### config.mk
export PLATFORM = sky130hd
export DESIGN_NAME = fifo_burst_rd
export DESIGN_NICKNAME = d
export VERILOG_FILES = /design/src/rtl/fifo_burst_rd_pkg.sv /design/src/rtl/burst_skid_buf.sv /design/src/rtl/fifo_burst_rd.sv
export SDC_FILE = /design/constraint.sdc
export NUM_CORES = 1
export LEC_CHECK = 0
export BUFFER_PORTS_ARGS = -buffer_cell sky130_fd_sc_hd__buf_2
export CAP_MARGIN = 15
export CELL_PAD_IN_SITES_DETAIL_PLACEMENT = 1
export CELL_PAD_IN_SITES_GLOBAL_PLACEMENT = 2
export CORE_AREA = 2 2 111 113
export DETAILED_ROUTE_END_ITERATION = 8
export DIE_AREA = 0 0 113 115
export HOLD_SLACK_MARGIN = 0.15
export MAX_ROUTING_LAYER = met4
export PLACE_DENSITY_LB_ADDON = 0.1
export SLEW_MARGIN = 15
export SYNTH_ARGS = -nofsm -noshare
export SYNTH_HDL_FRONTEND = slang
export SYNTH_SLANG_ARGS = --single-unit
### constraint.sdc
create_clock -name clk -period 4.6 [get_ports clk]
set_input_delay 0.23 -clock clk [delete_from_list [all_inputs] [get_ports clk]]
set_output_delay 0.23 -clock clk [all_outputs]
set_load 0.03 [all_outputs]
### src/rtl/fifo_burst_rd_pkg.sv
// Shared types and default sizing for the FIFO-to-burst reader.
package fifo_burst_rd_pkg;

  typedef enum logic [1:0] {
    StIdle = 2'd0,
    StCmd  = 2'd1,
    StData = 2'd2
  } state_e;

  localparam int unsigned DEF_DATA_WIDTH = 16;
  localparam int unsigned DEF_BURST_LEN  = 128;
  localparam int unsigned DEF_ADDR_WIDTH = 28;

endpackage

### src/rtl/burst_skid_buf.sv
// Two-entry skid buffer; entry 0 is always the head presented downstream.
module burst_skid_buf #(
  parameter int unsigned DATA_WIDTH = fifo_burst_rd_pkg::DEF_DATA_WIDTH
) (
  input  logic                  clk,
  input  logic                  rst_n,
  input  logic                  push,
  input  logic [DATA_WIDTH-1:0] push_data,
  input  logic                  pop,
  output logic                  valid,
  output logic [DATA_WIDTH-1:0] data,
  output logic [1:0]            count
);

  logic [DATA_WIDTH-1:0] ent0_q, ent0_d, ent1_q, ent1_d;
  logic [1:0]            cnt_q, cnt_d, cnt_pop;

  always_comb begin
    ent0_d  = ent0_q;
    ent1_d  = ent1_q;
    cnt_pop = cnt_q;
    if (pop && (cnt_q != 2'd0)) begin
      ent0_d  = ent1_q;
      cnt_pop = cnt_q - 2'd1;
    end
    cnt_d = cnt_pop;
    // A push lands in the first slot left free after this cycle's pop.
    if (push && (cnt_pop != 2'd2)) begin
      if (cnt_pop == 2'd0) begin
        ent0_d = push_data;
      end else begin
        ent1_d = push_data;
      end
      cnt_d = cnt_pop + 2'd1;
    end
  end

  always_ff @(posedge clk or negedge rst_n) begin
    if (!rst_n) begin
      ent0_q <= '0;
      ent1_q <= '0;
      cnt_q  <= 2'd0;
    end else begin
      ent0_q <= ent0_d;
      ent1_q <= ent1_d;
      cnt_q  <= cnt_d;
    end
  end

  assign valid = (cnt_q != 2'd0);
  assign data  = ent0_q;
  assign count = cnt_q;

endmodule

### src/rtl/fifo_burst_rd.sv
// Drains a FIFO into fixed-length write bursts over a cyclic frame buffer.
// Optional sticky underrun flag enabled by defining FIFO_BURST_RD_ERR_EN.
module fifo_burst_rd
  import fifo_burst_rd_pkg::*;
#(
  parameter int unsigned DATA_WIDTH  = DEF_DATA_WIDTH,
  parameter int unsigned BURST_LEN   = DEF_BURST_LEN,
  parameter int unsigned ADDR_WIDTH  = DEF_ADDR_WIDTH,
  parameter int unsigned BASE_ADDR   = 0,
  parameter int unsigned FRAME_WORDS = 1024 * 768
) (
  input  logic                  clk,
  input  logic                  rst_n,
  output logic                  fifo_rd_en,
  input  logic [DATA_WIDTH-1:0] fifo_rd_data,
  input  logic                  fifo_empty,
  input  logic                  fifo_almost_empty,
  input  logic                  frame_sync,
  output logic                  cmd_valid,
  input  logic                  cmd_ready,
  output logic [ADDR_WIDTH-1:0] cmd_addr,
  output logic                  wr_valid,
  input  logic                  wr_ready,
  output logic [DATA_WIDTH-1:0] wr_data,
  output logic                  wr_last,
  output logic                  busy
`ifdef FIFO_BURST_RD_ERR_EN
  ,
  output logic                  underrun_err
`endif
);

  localparam int unsigned CW = $clog2(BURST_LEN) + 1;
  localparam logic [CW-1:0] BL_CNT    = CW'(BURST_LEN);
  localparam logic [CW-1:0] LAST_BEAT = CW'(BURST_LEN - 1);
  localparam logic [ADDR_WIDTH-1:0] BASE = ADDR_WIDTH'(BASE_ADDR);
  localparam logic [ADDR_WIDTH:0] END_ADDR =
      (ADDR_WIDTH + 1)'(BASE_ADDR) + (ADDR_WIDTH + 1)'(FRAME_WORDS);

  state_e                state_q, state_d;
  logic [ADDR_WIDTH-1:0] addr_q, addr_d, addr_next;
  logic [ADDR_WIDTH:0]   addr_inc;
  logic                  sync_q, sync_d;
  logic [CW-1:0]         req_q, req_d, beat_q, beat_d;
  logic                  rd_pend_q;
  logic                  rd_en;
  logic                  pop;
  logic                  buf_valid;
  logic [1:0]            buf_count;
  logic [1:0]            occ;

  burst_skid_buf #(
    .DATA_WIDTH (DATA_WIDTH)
  ) u_skid (
    .clk       (clk),
    .rst_n     (rst_n),
    .push      (rd_pend_q),
    .push_data (fifo_rd_data),
    .pop       (pop),
    .valid     (buf_valid),
    .data      (wr_data),
    .count     (buf_count)
  );

  assign pop       = buf_valid & wr_ready;
  // Words in flight plus words still buffered once this cycle's pop leaves.
  assign occ       = buf_count + {1'b0, rd_pend_q} - {1'b0, pop};
  assign addr_inc  = {1'b0, addr_q} + (ADDR_WIDTH + 1)'(BURST_LEN);
  assign addr_next = (addr_inc >= END_ADDR) ? BASE : addr_inc[ADDR_WIDTH-1:0];

  always_comb begin
    state_d = state_q;
    addr_d  = addr_q;
    sync_d  = sync_q | frame_sync;
    req_d   = req_q;
    beat_d  = beat_q;
    rd_en   = 1'b0;
    unique case (state_q)
      StIdle: begin
        if (!fifo_almost_empty) begin
          state_d = StCmd;
          if (sync_q || frame_sync) addr_d = BASE;
          sync_d = 1'b0;
        end
      end
      StCmd: begin
        // First read issues on the handshake cycle so data reaches the head two cycles later.
        if (cmd_ready) begin
          state_d = StData;
          rd_en   = !fifo_empty;
        end
        if (rd_en) req_d = req_q + CW'(1);
      end
      StData: begin
        rd_en = !fifo_empty && (req_q < BL_CNT) && (occ < 2'd2);
        if (rd_en) req_d = req_q + CW'(1);
        if (pop) begin
          beat_d = beat_q + CW'(1);
          if (beat_q == LAST_BEAT) begin
            state_d = StIdle;
            addr_d  = addr_next;
            req_d   = '0;
            beat_d  = '0;
          end
        end
      end
      default: state_d = StIdle;
    endcase
  end

  always_ff @(posedge clk or negedge rst_n) begin
    if (!rst_n) begin
      state_q   <= StIdle;
      addr_q    <= BASE;
      sync_q    <= 1'b0;
      req_q     <= '0;
      beat_q    <= '0;
      rd_pend_q <= 1'b0;
    end else begin
      state_q   <= state_d;
      addr_q    <= addr_d;
      sync_q    <= sync_d;
      req_q     <= req_d;
      beat_q    <= beat_d;
      rd_pend_q <= rd_en;
    end
  end

  assign fifo_rd_en = rd_en;
  assign cmd_valid  = (state_q == StCmd);
  assign cmd_addr   = addr_q;
  assign wr_valid   = buf_valid;
  assign wr_last    = buf_valid && (state_q == StData) && (beat_q == LAST_BEAT);
  assign busy       = (state_q != StIdle);

`ifdef FIFO_BURST_RD_ERR_EN
  logic [7:0] starve_q;
  logic       err_q;

  // Flag fires on the 256th consecutive empty cycle inside a burst.
  always_ff @(posedge clk or negedge rst_n) begin
    if (!rst_n) begin
      starve_q <= '0;
      err_q    <= 1'b0;
    end else begin
      if ((state_q == StData) && fifo_empty) begin
        starve_q <= (starve_q == 8'hff) ? starve_q : starve_q + 8'd1;
      end else begin
        starve_q <= '0;
      end
      if (frame_sync) begin
        err_q <= 1'b0;
      end else if ((state_q == StData) && fifo_empty && (starve_q == 8'hff)) begin
        err_q <= 1'b1;
      end
    end
  end

  assign underrun_err = err_q;
`else
  // No underrun monitor in this build.
`endif

endmodule

==> results by group, run 1 <==
Floorplan
  – IO Pins: 72
  – Die height: 115 um
  – Initial Util: 34.3%
  – Core area: 11,800 sq um
  – Die ar.: 13,000 sq um
  – Die W: ~110 um
  – # rows: 40

Timing
  – Final Skew: 8.96 ps
  – Final setup vio count: 0
  – Final worst path period need: 3420 ps
  – Fin. Hold Viols: 0
  – WHS: 170 ps
  – Max Freq: 0.292 GHz
  – Final slew viol count: 0
  – Worst-Margin Slew: just under 1000 ps
  – Relative slew slack: 34.4%
  – Final setup TNS: 0 ps
  – Final period util: 74.3%
  – RSZ-0062 raised after global routing: false

Cells and area
  – Layout Nets: 511
  – Layout Utilization: 41.7%
  – Post-route insts no fill: 630
  – Filler cells: 1,362
  – Storage cell area: 1880 sq um
  – Share of layout cells above drive strength 1: 23.8%
  – Final Cell Area: between 4000 and 5000 sq um
  – Area Growth Syn to Fin: 21.5%
  – Diodes inserted: 0
  – Multi-input logic area: 1970 sq um

GRT
  – Gr usage total: 16.9%
  – Grt total ovfl: 0
  – Vias in the first global route: 3,364
  – Initial antenna violation count: 0
  – Largest net degree at the start of global routing: 76
  – First-pass GRT wire length: 16.8 mm

Placement
  – Routability Congestion: 0.751
  – DP Cell Count: between 500 and 600
  – IO Port Bufs: 64
  – HPWL after DPL: 6.98 mm
  – Post-DP Area: 4440 sq um

Power
  – Sw Share: 36.1%
  – Worst vdd ir: 299 uV
  – Int Pwr: 1.62 mW
  – Power Density: 515 nW/um^2
  – Leak: 2.37 nW
  – Clock Power Share: between 20% and 30%
  – Logic gate share of total power: 33.4%
  – Seq pwr share: 37.6%
  – Net Switching: 0.917 mW

Synthesis
  – Cell Area, Synth: around 4000 sq um
  – Synth area leader: dfrtp_1
  – #FFs+latches synth: 75
  – Top-count cell post-synth: dfrtp_1
  – Top-area cell type share of the netlist area: between 40% and 50%
  – FFs w/ async S/R, synth: 100%
  – Seq/Total Area, Yosys: 46.3%
  – Distinct cells, synth: 62
  – Syn avg cell area: 10.1 sq um
  – Post-Syn Instances: around 400
  – Post-synth top cells: dfrtp_1 (75), nand2_1 (53), o21ai_0 (29), nor2_1 (19), mux2i_1 (18)
  – Top FF cell, synth: dfrtp_1
  – Yosys warns: 0
  – Top post-synthesis cells by area: dfrtp_1 (46%), nand2_1 (4.9%), mux2_2 (4.7%)
  – Post-synth EDFFs: 0

Critical path
  – FF-to-FF setup slack: 1610 ps
  – CP Class: flop to primary output
  – Slowest CP cell: nor2b_2
  – Crit. End Element: primary output
  – Cell count of the worst reg-to-reg path: 10
  – Worst EP arrival: 3190 ps
  – Worst path cell trace: inv_1 -> ha_1 -> nor2b_2 -> ha_1 -> nor2b_1 -> xnor2_1 -> nor3_1 -> nand2_1 -> a21boi_0 -> buf_2
  – Startpoint types: flop
  – Worst Path Max Fanout: 11
  – Reg2reg start: u_skid.count[1]
  – CP Data Required Time: 4370 ps
  – FF-to-FF End: req_q[3]
  – CP most frequent cell: ha_1
  – Slowest stage delay, CP: slightly above 500 ps

Drt
  – DR iter-0 viols: 109
  – Via count: 3,275
  – Final ANT Viol Nets: 0
  – Post-route DRC violation count: 3
  – WL/cell: about 16 um
  – Drt total wl: 9.93 mm
  – Avg Vias per Cell: 5.20
  – DRT Pass-1 Iters: 6

Hold path
  – Worst Hold End: sync_q
  – Hold depth: 3
  – Min-delay src: frame_sync
  – Min-delay worst type: primary input to flop

Status
  – Violated checks: design-rule violations
  – Status: finished with violations

Clock network
  – Clock sink count: 75
  – Num CTS Buffers: 9
  – Resize count post-CTS: 0
  – Clock latency on the worst-skew pair: 340 ps
  – CTS tree: done
  – Clk root buf: clkbuf_16
  – CTS Buffer Depth: 2
  – CTS H-tree depth: 3
  – Clock transition at path regs: about 60 ps

Job
  – Max cap viols: 0
[per-stage QoR]
step	worst slack (ps)	power, mW
2_1_floorplan	958	1.57
6_report	1180	2.54
4_1_cts	1110	2.59
3_3_place_gp	1650	1.80
3_5_place_dp	1510	1.82
5_1_grt	865	2.71
[cell families (layout without fill, tap and decap cells)]
family	Yosys count	after routing	synth area share [%]
compound gates	79	79	13.9
xor+xnor	8	8	1.73
fa+ha+maj	10	10	3.09
buf+inv	43	117	5.68
flops	75	75	46.3
mux	35	35	9.16
other cells	1	7	0.0925
simple gates	152	152	20.1
[worst max path at each step]
stage,slack [ps],cells after the start,startpoint,to
2_1_floorplan,960,12,u_skid.count[1],fifo_rd_en
3_3_place_gp,1650,10,u_skid.count[1],fifo_rd_en
3_5_place_dp,1510,10,u_skid.count[1],fifo_rd_en
4_1_cts,1110,10,u_skid.count[1],fifo_rd_en
5_1_grt,860,10,u_skid.count[1],fifo_rd_en
6_report,1180,10,u_skid.count[1],fifo_rd_en
[registers in the layout (all words and copies together), names as in the netlist]
register,count
u_skid.count,2
cmd_addr,21
state_q,2
rd_pend_q,1
u_skid.data,16
sync_q,1
req_q,8
beat_q,8
u_skid.ent1_q,16
[timing repair]
action	4_1_cts	5_1_grt
setup endpoints to repair	0	0
hold endpoints to repair	107	0
setup buffers	0	0
hold buffers	17	0
[metal layers]
| layer | wire [um] | up-vias | global-route usage [%] | share of wire, % |
|---|---|---|---|---|
| met1 | 4530 | 1620 | 20.2 | 46 |
| li1 | - | 1585 | - | - |
| met5 | 0 | - | - | 0 |
| met4 | 202 | 0 | 7.56 | 2.0 |
| met2 | 4900 | 56 | 28.1 | 49 |
| met3 | 300 | 14 | 2.79 | 3.0 |
[power by group through the flow]
stage | Clock (mW) | Sequential, mW | Combinational, mW
finish | 0.737 | 0.955 | 0.847
global route | 0.788 | 0.977 | 0.944
CTS | 0.765 | 0.955 | 0.868
detailed placement | 0 | 0.963 | 0.856
global placement | 0 | 0.956 | 0.840
floorplan | 0 | 1.06 | 0.500
[placed cells by master (no fill, tap or decap), types with 3 or more instances in the layout]
| master | instances |
|---|---|
| a31oi_1 | 4 |
| conb_1 | 7 |
| inv_1 | 17 |
| ha_1 | 10 |
| or3_1 | 3 |
| a41oi_1 | 3 |
| nand2_1 | 53 |
| xnor2_1 | 7 |
| buf_4 | 4 |
| dfrtp_1 | 75 |
| o2111ai_1 | 11 |
| nand3_1 | 9 |
| o21ai_0 | 29 |
| a21oi_1 | 6 |
| and3_1 | 7 |
| clkbuf_16 | 9 |
| nor4_1 | 4 |
| dlygate4sd3_1 | 17 |
| nor2b_1 | 6 |
| and2_1 | 13 |
| clkbuf_8 | 3 |
| buf_2 | 63 |
| nor2_1 | 19 |
| mux2i_1 | 18 |
| nand4_1 | 13 |
| nor3_1 | 5 |
| mux2_2 | 17 |
| a21o_1 | 4 |
[critical path: cells and delay by family (launching register included)]
kind / cells / cell delay [ps]
adders and majority gates: 2 / 650
xor gates and xnor gates: 1 / 110
and+or+nand+nor: 4 / 1130
buffers and inverters: 2 / 320
DFF: 1 / 370
AOI/OAI and AO/OA: 1 / 270
[area by class of cell]
cell class	instances	share of cell area, %
Multi-Input combinational cell	291	40.0
Sequential cell	75	38.1
Timing Repair Buffer	84	10.5
Inverter	17	1.30
Clock inverter	4	0.965
Clock buffer	12	5.41
Tap cell	147	3.73
Note: power is estimated with default switching activity, not from simulation.
==> inputs of run 2 (changes only) <==
==> constraint.sdc (replaced) <==
create_clock -name clk -period 3.2 [get_ports clk]
set_input_delay 0.16 -clock clk [delete_from_list [all_inputs] [get_ports clk]]
set_output_delay 0.16 -clock clk [all_outputs]
set_load 0.03 [all_outputs]
==> results by group, run 2 (same netlist as run 1, synthesis figures left out) <==
Critical path
  – Worst EP arrival: approximately 2700 ps
  – Setup crit end: fifo_rd_en
  – CP Class: flop to primary output
  – Crit. End Element: primary output
  – Startpoint types: flop
  – Crit path from: u_skid.count[1]
  – Worst Path Max Fanout: 4
  – Cell count of the worst reg-to-reg path: 12
  – FF-to-FF setup slack: 500 ps
  – Reg2reg start: u_skid.count[1]
  – FF-to-FF End: u_skid.data[0]
  – CP Data Required Time: 3040 ps

Placement
  – Post-DP Area: 4480 sq um
  – Routability Congestion: 0.746
  – HPWL after DPL: about 6.9 mm
  – IO Port Bufs: 64

Floorplan
  – Die height: 115 um
  – # rows: 40
  – Core area: 11,800 sq um
  – Initial Util: approximately 34%
  – IO Pins: just over 70
  – Die ar.: 13,000 sq um
  – Die W: ~110 um

Drt
  – Via count: ~3,300
  – DR iter-0 viols: ~120
  – WL/cell: 15.8 um
  – DRT Pass-1 Iters: 6
  – Post-route DRC violation count: 3
  – Drt total wl: 10.0 mm
  – Final ANT Viol Nets: 0
  – Avg Vias per Cell: 5.17

Cells and area
  – Filler cells: roughly 1,400
  – Diodes inserted: 0
  – Area Growth Syn to Fin: 22.8%
  – Share of layout cells above drive strength 1: 24.5%
  – Max FFs per register: 21
  – Most common cell after layout, fill and taps aside: dfrtp_1
  – Layout Nets: 517
  – Final Cell Area: 4980 sq um
  – Most frequent cells in the layout: dfrtp_1 (75), buf_2 (63), nand2_1 (53)

Status
  – Status: finished with violations
  – Violated checks: design-rule violations

Timing
  – Relative slew slack: 34.4%
  – Final period util: 90.6%
  – Final setup TNS: 0 ps
  – Final slew viol count: 0
  – Final Skew: slightly below 5 ps
  – Max Freq: 0.345 GHz
  – Fin. Hold Viols: 0
  – RSZ-0062 raised after global routing: false
  – Final setup vio count: 0
  – Final worst path period need: 2900 ps
  – Worst-Margin Slew: ~980 ps

Power
  – Leak: 2.40 nW
  – Power Density: ~740 nW/um^2
  – Worst vdd ir: 373 uV

Clock network
  – Clock latency on the worst-skew pair: roughly 340 ps
  – CTS tree: done
  – Post-CTS setup repair buffer count: 0
  – Clock transition at path regs: 60 ps
  – Clock sink count: 75
  – Hold-fix buffers at CTS: 19
  – Resize count post-CTS: 0
  – Clk root buf: clkbuf_16
  – CTS Buffer Depth: 2
  – CTS H-tree depth: 3
  – Num CTS Buffers: 9

GRT
  – Initial antenna violation count: 0
  – Grt total ovfl: 0
  – First-pass GRT wire length: roughly 17 mm
  – Gr usage total: approximately 17%
  – Vias in the first global route: around 3,400
  – Largest net degree at the start of global routing: 76

Job
  – Max cap viols: 0

Hold path
  – Min-delay worst type: primary input to flop
-- run 2: changes by cell type in the layout (fill, tap and decap cells not counted), sizes merged --
cell / change
dlygate4sd3: +2
buf: +4
-- run 2: cell type report --
class / instances / area [sq um] / area share [%]
Multi-Input combinational cell: 291 / 1980 / 39.7
Sequential cell: 75 / 1880 / 37.7
Timing Repair Buffer: 90 / 566 / 11.4
Clock buffer: 12 / 267 / 5.35
Tap cell: 147 / 184 / 3.69
Inverter: 17 / 63.8 / 1.28
Clock inverter: 4 / 47.5 / 0.955
-- run 2: how the worst min path moves through the flow --
stage                                 from              end  slack [ps]  cells after the start
after floorplan                      rst_n        beat_q[0]        -140                      0
after global placement    fifo_rd_data[12]  u_skid.data[12]         370                      3
after detailed placement   fifo_rd_data[1]   u_skid.data[1]         380                      3
after CTS                        cmd_ready       state_q[1]         160                      3
after global routing             cmd_ready        rd_pend_q         190                      3
final                            cmd_ready       state_q[1]         160                      3
-- run 2: per-layer routing --
layer	share of wire, %	vias up	routed length [um]	GRT usage, %
met2	50	58	4990	28.3
met4	1.8	0	177	7.32
met3	2.9	14	296	2.85
li1	-	1596	-	-
met1	46	1618	4580	20.8
met5	0	-	0	-
-- run 2: per-stage QoR --
step           power (mW)  hold slack [ps]  std cells  utilization, %  worst slack [ps]
4_1_cts              3.73              160        636            42.2               266
6_report             3.67              165        636            42.2               301
3_3_place_gp         2.59              375        601            37.9               569
5_1_grt              3.93              194        636            42.2              81.9
2_1_floorplan        2.25             -136        409               -               181
3_5_place_dp         2.63              383        601            37.9               466
-- run 2: critical path: stages (launching register included) --
cell,delay (ps)
dfrtp_1,400
inv_1,70
ha_1,260
nor2b_2,70
ha_1,340
nor2b_1,200
xnor2_1,140
nor3_1,360
nand2_1,130
a21boi_2,190
buf_2,230
-- run 2: where the power goes --
part	internal (mW)	switching [mW]
Clock	0.665	0.397
Combinational	0.468	0.773
Sequential	1.21	0.156
Total	2.34	1.33
